$ cat config.mk
export PLATFORM = sky130hd
export DESIGN_NAME = wb_port_arbiter
export DESIGN_NICKNAME = d
export VERILOG_FILES = /design/src/rtl/wb_port_arbiter_pkg.sv /design/src/rtl/wb_port_arbiter_result_fifo.sv /design/src/rtl/wb_port_arbiter.sv
export SDC_FILE = /design/constraint.sdc
export NUM_CORES = 1
export LEC_CHECK = 0
export CAP_MARGIN = 20
export CORE_UTILIZATION = 25
export DETAILED_ROUTE_END_ITERATION = 10
export PLACE_DENSITY = 0.56
export SLEW_MARGIN = 20
export SYNTH_ARGS = -nofsm -noshare
export SYNTH_HDL_FRONTEND = slang
export SYNTH_SLANG_ARGS = --single-unit
$ cat constraint.sdc
create_clock -name clk -period 3.37 [get_ports clk]
set_input_delay 0.5055 -clock clk [delete_from_list [all_inputs] [get_ports clk]]
set_output_delay 0.5055 -clock clk [all_outputs]
set_load 0.005 [all_outputs]
$ cat src/rtl/wb_port_arbiter_pkg.sv
// Shared writeback definitions: arbiter FSM states, buffered MDU result entry
// and the default starvation limit.
package wb_port_arbiter_pkg;

  localparam int WB_DATA_W       = 32;
  localparam int WB_STARVE_LIMIT = 4;

  typedef enum logic [1:0] {
    ST_IDLE  = 2'd0,
    ST_PEND  = 2'd1,
    ST_FORCE = 2'd2
  } arbState_t;

  // Data field is sized for the widest write port; narrower ports use the low bits.
  typedef struct packed {
    logic                 valid;
    logic [4:0]           rd;
    logic [WB_DATA_W-1:0] data;
  } wbEntry_t;

endpackage

$ cat src/rtl/wb_port_arbiter_result_fifo.sv
// Circular buffer of pending MDU results with push, pop, count and
// per-entry invalidation of every entry whose rd matches a younger write.
module wb_result_fifo
  import wb_port_arbiter_pkg::*;
#(
  parameter int W     = WB_DATA_W,
  parameter int DEPTH = 2
) (
  input  logic                       clk,
  input  logic                       rst,
  input  logic                       i_push,
  input  logic [4:0]                 i_pushRd,
  input  logic [W-1:0]               i_pushData,
  input  logic                       i_pop,
  input  logic                       i_invEn,
  input  logic [4:0]                 i_invRd,
  output logic                       o_headValid,
  output logic [4:0]                 o_headRd,
  output logic [W-1:0]               o_headData,
  output logic [$clog2(DEPTH+1)-1:0] o_count
);

  localparam int CW = $clog2(DEPTH + 1);
  localparam int PW = (DEPTH > 1) ? $clog2(DEPTH) : 1;
  localparam logic [CW-1:0] FULL    = CW'(DEPTH);
  localparam logic [PW-1:0] LAST_PTR = PW'(DEPTH - 1);

  wbEntry_t        r_mem [DEPTH];
  logic [PW-1:0]   r_rdPtr;
  logic [PW-1:0]   r_wrPtr;
  logic [CW-1:0]   r_count;

  logic            w_doPush;
  logic            w_doPop;

  // A push into a full buffer is legal only when the head leaves on the same edge.
  assign w_doPop  = i_pop && (r_count != '0);
  assign w_doPush = i_push && ((r_count < FULL) || w_doPop);

  assign o_headValid = (r_count != '0) && r_mem[r_rdPtr].valid;
  assign o_headRd    = r_mem[r_rdPtr].rd;
  assign o_headData  = W'(r_mem[r_rdPtr].data);
  assign o_count     = r_count;

  always_ff @(posedge clk) begin
    if (rst) begin
      r_rdPtr <= '0;
      r_wrPtr <= '0;
      r_count <= '0;
      for (int i = 0; i < DEPTH; i++) begin
        r_mem[i] <= '0;
      end
    end else begin
      if (i_invEn) begin
        for (int i = 0; i < DEPTH; i++) begin
          if (r_mem[i].rd == i_invRd) begin
            r_mem[i].valid <= 1'b0;
          end
        end
      end

      // The freshly written slot overrides any invalidation of its stale contents.
      if (w_doPush) begin
        r_mem[r_wrPtr].valid <= 1'b1;
        r_mem[r_wrPtr].rd    <= i_pushRd;
        r_mem[r_wrPtr].data  <= WB_DATA_W'(i_pushData);
        r_wrPtr <= (r_wrPtr == LAST_PTR) ? '0 : r_wrPtr + 1'b1;
      end

      if (w_doPop) begin
        r_rdPtr <= (r_rdPtr == LAST_PTR) ? '0 : r_rdPtr + 1'b1;
      end

      case ({w_doPush, w_doPop})
        2'b10:   r_count <= r_count + 1'b1;
        2'b01:   r_count <= r_count - 1'b1;
        default: r_count <= r_count;
      endcase
    end
  end

endmodule

$ cat src/rtl/wb_port_arbiter.sv
// Arbitrates the single register-file write port between the pipeline
// writeback stage and buffered multi-cycle MDU results, with starvation relief.
module wb_port_arbiter
  import wb_port_arbiter_pkg::*;
#(
  parameter int W            = WB_DATA_W,
  parameter int DEPTH        = 2,
  parameter int STARVE_LIMIT = WB_STARVE_LIMIT
) (
  input  logic         clk,
  input  logic         rst,
  input  logic         pl_regwrite,
  input  logic [4:0]   pl_rd,
  input  logic [W-1:0] pl_data,
  input  logic         mdu_valid,
  input  logic [4:0]   mdu_rd,
  input  logic [W-1:0] mdu_data,
  output logic         mdu_ready,
  output logic         pl_stall,
  output logic         rf_we,
  output logic [4:0]   rf_addr,
  output logic [W-1:0] rf_wdata
);

  localparam int CW = $clog2(DEPTH + 1);
  localparam int AW = (STARVE_LIMIT > 1) ? $clog2(STARVE_LIMIT) : 1;
  localparam logic [CW-1:0] FULL    = CW'(DEPTH);
  localparam logic [AW-1:0] AGE_MAX = AW'(STARVE_LIMIT - 1);

  arbState_t       r_state;
  arbState_t       w_stateNext;
  logic [AW-1:0]   r_age;
  logic [AW-1:0]   w_ageNext;

  logic            r_rfWe;
  logic [4:0]      r_rfAddr;
  logic [W-1:0]    r_rfWdata;

  logic            w_headValid;
  logic [4:0]      w_headRd;
  logic [W-1:0]    w_headData;
  logic [CW-1:0]   w_count;
  logic [CW-1:0]   w_countNext;
  logic            w_nonEmpty;
  logic            w_plOwn;
  logic            w_pop;
  logic            w_push;
  logic            w_headWrite;

  assign pl_stall  = (r_state == ST_FORCE);
  assign mdu_ready = (w_count < FULL);

  assign w_nonEmpty = (w_count != '0);
  assign w_plOwn    = pl_regwrite && (pl_rd != 5'd0) && !pl_stall;

  // Cancelled heads drain immediately; live heads wait for a free port.
  assign w_pop       = w_nonEmpty && (!w_headValid || !w_plOwn);
  assign w_headWrite = w_pop && w_headValid;

  // x0 results and results already overwritten by the younger pipeline write are dropped.
  assign w_push = mdu_valid && mdu_ready && (mdu_rd != 5'd0) &&
                  !(w_plOwn && (pl_rd == mdu_rd));

  assign w_countNext = w_count + CW'(w_push) - CW'(w_pop);

  wb_result_fifo #(
    .W     (W),
    .DEPTH (DEPTH)
  ) u_fifo (
    .clk         (clk),
    .rst         (rst),
    .i_push      (w_push),
    .i_pushRd    (mdu_rd),
    .i_pushData  (mdu_data),
    .i_pop       (w_pop),
    .i_invEn     (w_plOwn),
    .i_invRd     (pl_rd),
    .o_headValid (w_headValid),
    .o_headRd    (w_headRd),
    .o_headData  (w_headData),
    .o_count     (w_count)
  );

  always_comb begin
    w_stateNext = r_state;
    w_ageNext   = r_age;
    case (r_state)
      ST_IDLE: begin
        if (w_push) begin
          w_stateNext = ST_PEND;
          w_ageNext   = '0;
        end
      end
      ST_PEND: begin
        if (w_pop) begin
          w_ageNext   = '0;
          w_stateNext = (w_countNext == '0) ? ST_IDLE : ST_PEND;
        end else if (r_age == AGE_MAX) begin
          w_stateNext = ST_FORCE;
        end else begin
          w_ageNext = r_age + 1'b1;
        end
      end
      ST_FORCE: begin
        w_ageNext   = '0;
        w_stateNext = (w_countNext == '0) ? ST_IDLE : ST_PEND;
      end
      default: begin
        w_stateNext = ST_IDLE;
        w_ageNext   = '0;
      end
    endcase
  end

  always_ff @(posedge clk) begin
    if (rst) begin
      r_state <= ST_IDLE;
      r_age   <= '0;
    end else begin
      r_state <= w_stateNext;
      r_age   <= w_ageNext;
    end
  end

  // Address and data hold their last granted values while the port is idle.
  always_ff @(posedge clk) begin
    if (rst) begin
      r_rfWe    <= 1'b0;
      r_rfAddr  <= '0;
      r_rfWdata <= '0;
    end else begin
      r_rfWe <= w_plOwn || w_headWrite;
      if (w_plOwn) begin
        r_rfAddr  <= pl_rd;
        r_rfWdata <= pl_data;
      end else if (w_headWrite) begin
        r_rfAddr  <= w_headRd;
        r_rfWdata <= w_headData;
      end
    end
  end

  assign rf_we    = r_rfWe;
  assign rf_addr  = r_rfAddr;
  assign rf_wdata = r_rfWdata;

endmodule

==> qor.csv <==
stage,metric,value,unit
run_status,status,"complete, no violations",
clock_network,hold_buf cts,0,
final_layout,Layout Cell Area excl Fill,0.007730,sq mm
hold_path,WHS Path Cells,1,
global_route,global-route total usage across every layer,0.1343,
worst_setup_path,Worst EP required,3710,ps
worst_setup_path,critical path's slowest cell,or4_4,
worst_setup_path,crit end category,flip-flop,
final_layout,filler instances,2203,
detailed_routing,Vias/cell,4.471,
clock_network,clk sink count,123,
pwr,PwrDens,647.7,mW/mm^2
sta,hold slack,495.9,ps
worst_setup_path,worst r2r src,r_state[0]$_SDFFE_PP0P_,
worst_setup_path,Buf/Inv on CP,2,
synthesis,Yosys warnings,0,
sta,final slew viol count,0,
final_layout,non-filler instance count after layout,917,
die,Die W,151.7,microns
detailed_routing,vias,4100,
die,Initial Util,0.2559,
clock_network,CTS resizes,0,
global_route,vias in the first global route,4377,
synthesis,Syn Nets,582,
synthesis,Netlist cell types,40,
synthesis,register area share after synthesis,0.5718,
detailed_routing,Detail Route Antenna Nets,0,
global_route,initial antenna violation count,0,
clock_network,setup bufs post-CTS,0,
clock_network,CTS HTree Levels,4,
global_route,pin count of the biggest net entering global routing,44,
detailed_routing,# DRC,0,
clock_network,Worst-path clk slew,60,ps
synthesis,ys flop type,edfxtp_1,
hold_path,HP Start,r_age[0]$_SDFFE_PP0P_,
die,Chip Height,151.7,microns
die,number of I/O pins,118,
detailed_routing,drt initial violations,185,
hold_path,worst min path class,flip-flop to flip-flop,
worst_setup_path,CP peak stage delay,580,ps
sta,Tmin final,3056,ps
sta,setup TNS,0,ps
place,IO buf count,117,
synthesis,Gate Count Post-Synth,500,
worst_setup_path,worst reg2reg setup slack,650,ps
detailed_routing,final wirelength,14600,microns
worst_setup_path,cell mode on critical path,ha_1,
detailed_routing,TritonRoute pass-1 iters,4,
place,area post-placement,0.007147,sq mm
worst_setup_path,critical path peak fanout,4,
sta,RSZ-0062 raised after global routing,false,
worst_setup_path,critical-path cell list,clkdlybuf4s50_1 -> or4_4 -> o211ai_4 -> o31ai_1 -> ha_1 -> inv_1 -> ha_1 -> xor3_1 -> o21ai_0 -> a211o_1 -> a22o_1 -> a21oi_1,
sta,"Hold Vio Cnt, Final",0,
die,Die ar.,0.02301,sq mm
synthesis,register bit total from synthesis,123,
place,placed insts,885,
pwr,Peak VDD IR,321.0,uV
worst_setup_path,arrival time at the worst endpoint,3400,ps
sta,max_slew headroom,0.4509,
sta,Final Skew,11.02,ps
detailed_routing,average wire per standard cell,15.92,microns
worst_setup_path,worst setup path startpoint,pl_rd[2],
clock_network,Num CTS Buffers,17,
flow_run,maxcap violations,0,
die,row cnt,54,
die,core area,0.02189,sq mm
sta,final setup fails,0,
worst_setup_path,crit path kind,input pin to flip-flop,
global_route,first-pass GRT wire length,22980,microns
final_layout,# diodes,0,
place,DPL Wire Length,10280,microns
sta,worst-margin pin slew,821.7,ps
clock_network,CTS tree,yes,
pwr,static leakage,2.774,nW
clock_network,Clock Path Buffers,2,
global_route,Overflow after GRT,0,
sta,FMAX,327.2,MHz
synthesis,Post-synth EDFFs,74,
synthesis,"FFs w/ async S/R, synth",0,
sta,crit share post-route,0.9068,
final_layout,Area Overhead vs Synth,37.99,%
worst_setup_path,startpoint types,input pin,
synthesis,Mapped Area,0.005602,sq mm
worst_setup_path,r2r worst-path depth,7,
clock_network,Root Buffer Master,clkbuf_16,
final_layout,layout cells sized above 1,0.09890,
final_layout,final net count,706,
worst_setup_path,WP depth,12,
clock_network,clock latency on the worst-skew pair,420,ps
place,Final GP Congestion,0.8667,
worst_setup_path,crit-path leading delay family,compound AO/OA/AOI/OAI gates,
synthesis,Synth Area per Inst,11.20,sq um
==> registers in the layout, indices dropped and copies added (netlist names), named ones only <==
name / count
r_age: 2
r_state: 2
rf_addr: 5
rf_wdata: 32
rf_we: 1
u_fifo.o_count: 2
u_fifo.r_mem: 76
u_fifo.r_rdPtr: 1
u_fifo.r_wrPtr: 1
==> power breakdown <==
group          internal (mW)  switching, mW  leakage [nW]
registers               1.86          0.109          1.19
clock network           1.15          0.668         0.280
logic                  0.595          0.627          1.30
total                   3.60           1.40          2.77
==> stage by stage <==
step | util | setup slack, ps | power, mW
4_1_cts | 0.3531 | 341.6 | 5.090
5_1_grt | 0.3531 | 234.8 | 5.282
6_report | 0.3531 | 313.9 | 5.006
3_3_place_gp | 0.3265 | 48.27 | 3.200
3_5_place_dp | 0.3265 | -72.16 | 3.244
2_1_floorplan | - | 254.7 | 2.750
==> worst reg2reg max path, delay by kind of cell, from the launching register on <==
family / cells / cell delay, ps
adders and majority gates: 1 / 390
AOI/OAI and AO/OA: 3 / 950
buffers and inverters: 1 / 250
and+or+nand+nor: 2 / 670
DFF: 1 / 380
==> path summary, 6_finish.rpt <==
check,to
worst max-delay path,r_state[0]$_SDFFE_PP0P_
worst min-delay path,r_age[0]$_SDFFE_PP0P_
worst max register to register,u_fifo.o_count[1]$_SDFFE_PP0P_
worst min register to register,r_age[0]$_SDFFE_PP0P_
==> cells in the final DEF (no fill, tap or decap), types with 3 or more instances in the layout <==
master	instances
buf_4	19
bufinv_16	3
o211ai_1	36
dfxtp_1	48
nor3_1	3
clkinvlp_4	3
clkbuf_16	17
o21ai_0	3
clkinv_2	5
nand2_1	74
inv_1	8
nor2_1	9
and2_1	74
clkdlybuf4s50_1	116
mux2i_1	38
edfxtp_1	74
nand3_1	5
ha_1	4
a21oi_1	42
xnor2_1	14
xor2_1	5
==> per-layer routing <==
layer	vias to the layer above	global-route usage	wire (microns)
met2	80	0.2314	7401
met3	16	0.02904	601
li1	2027	-	-
met1	1977	0.1630	6390
met5	-	0	0
met4	0	0.05050	205
==> cells by family after synthesis <==
kind of cell / count (synthesis) / share of synthesized area
adders and majority gates: 4 / 0.008935
and+or+nand+nor: 177 / 0.1628
xor gates and xnor gates: 20 / 0.03395
DFF: 123 / 0.5718
buffers and inverters: 41 / 0.03685
muxes: 40 / 0.07192
AOI/OAI and AO/OA: 95 / 0.1137
==> synth_stat cells, types with 2 or more instances <==
library cell | instances | area share
o31ai_1 | 2 | 0.0027
ha_1 | 4 | 0.0089
nand2b_1 | 2 | 0.0022
buf_2 | 6 | 0.0054
o41ai_1 | 2 | 0.0031
xnor2_1 | 14 | 0.022
nand3_1 | 5 | 0.0045
o211ai_1 | 36 | 0.048
or3_1 | 2 | 0.0022
nor3_1 | 3 | 0.0027
nor2_1 | 10 | 0.0067
buf_1 | 3 | 0.0020
xor2_1 | 5 | 0.0078
nor3_4 | 2 | 0.0058
o21ai_0 | 3 | 0.0027
inv_1 | 8 | 0.0054
clkbuf_1 | 18 | 0.012
dfxtp_1 | 49 | 0.18
mux2i_1 | 38 | 0.068
buf_6 | 6 | 0.012
a21oi_1 | 42 | 0.038
edfxtp_1 | 74 | 0.40
mux2_2 | 2 | 0.0040
nand2_1 | 74 | 0.050
nand4_1 | 2 | 0.0022
and2_1 | 74 | 0.083
==> area by class of cell <==
type,instances,area (sq um),area share
clock buffers,18,429.2,0.05552
inverters,8,30.03,0.003885
repair buffers,138,1349,0.1745
well taps,280,350.3,0.04532
flip-flops and latches,123,3204,0.4145
clock inverters,14,153.9,0.01991
multi-input cells,336,2213,0.2863
No activity file was read; power rests on OpenSTA's default activity.
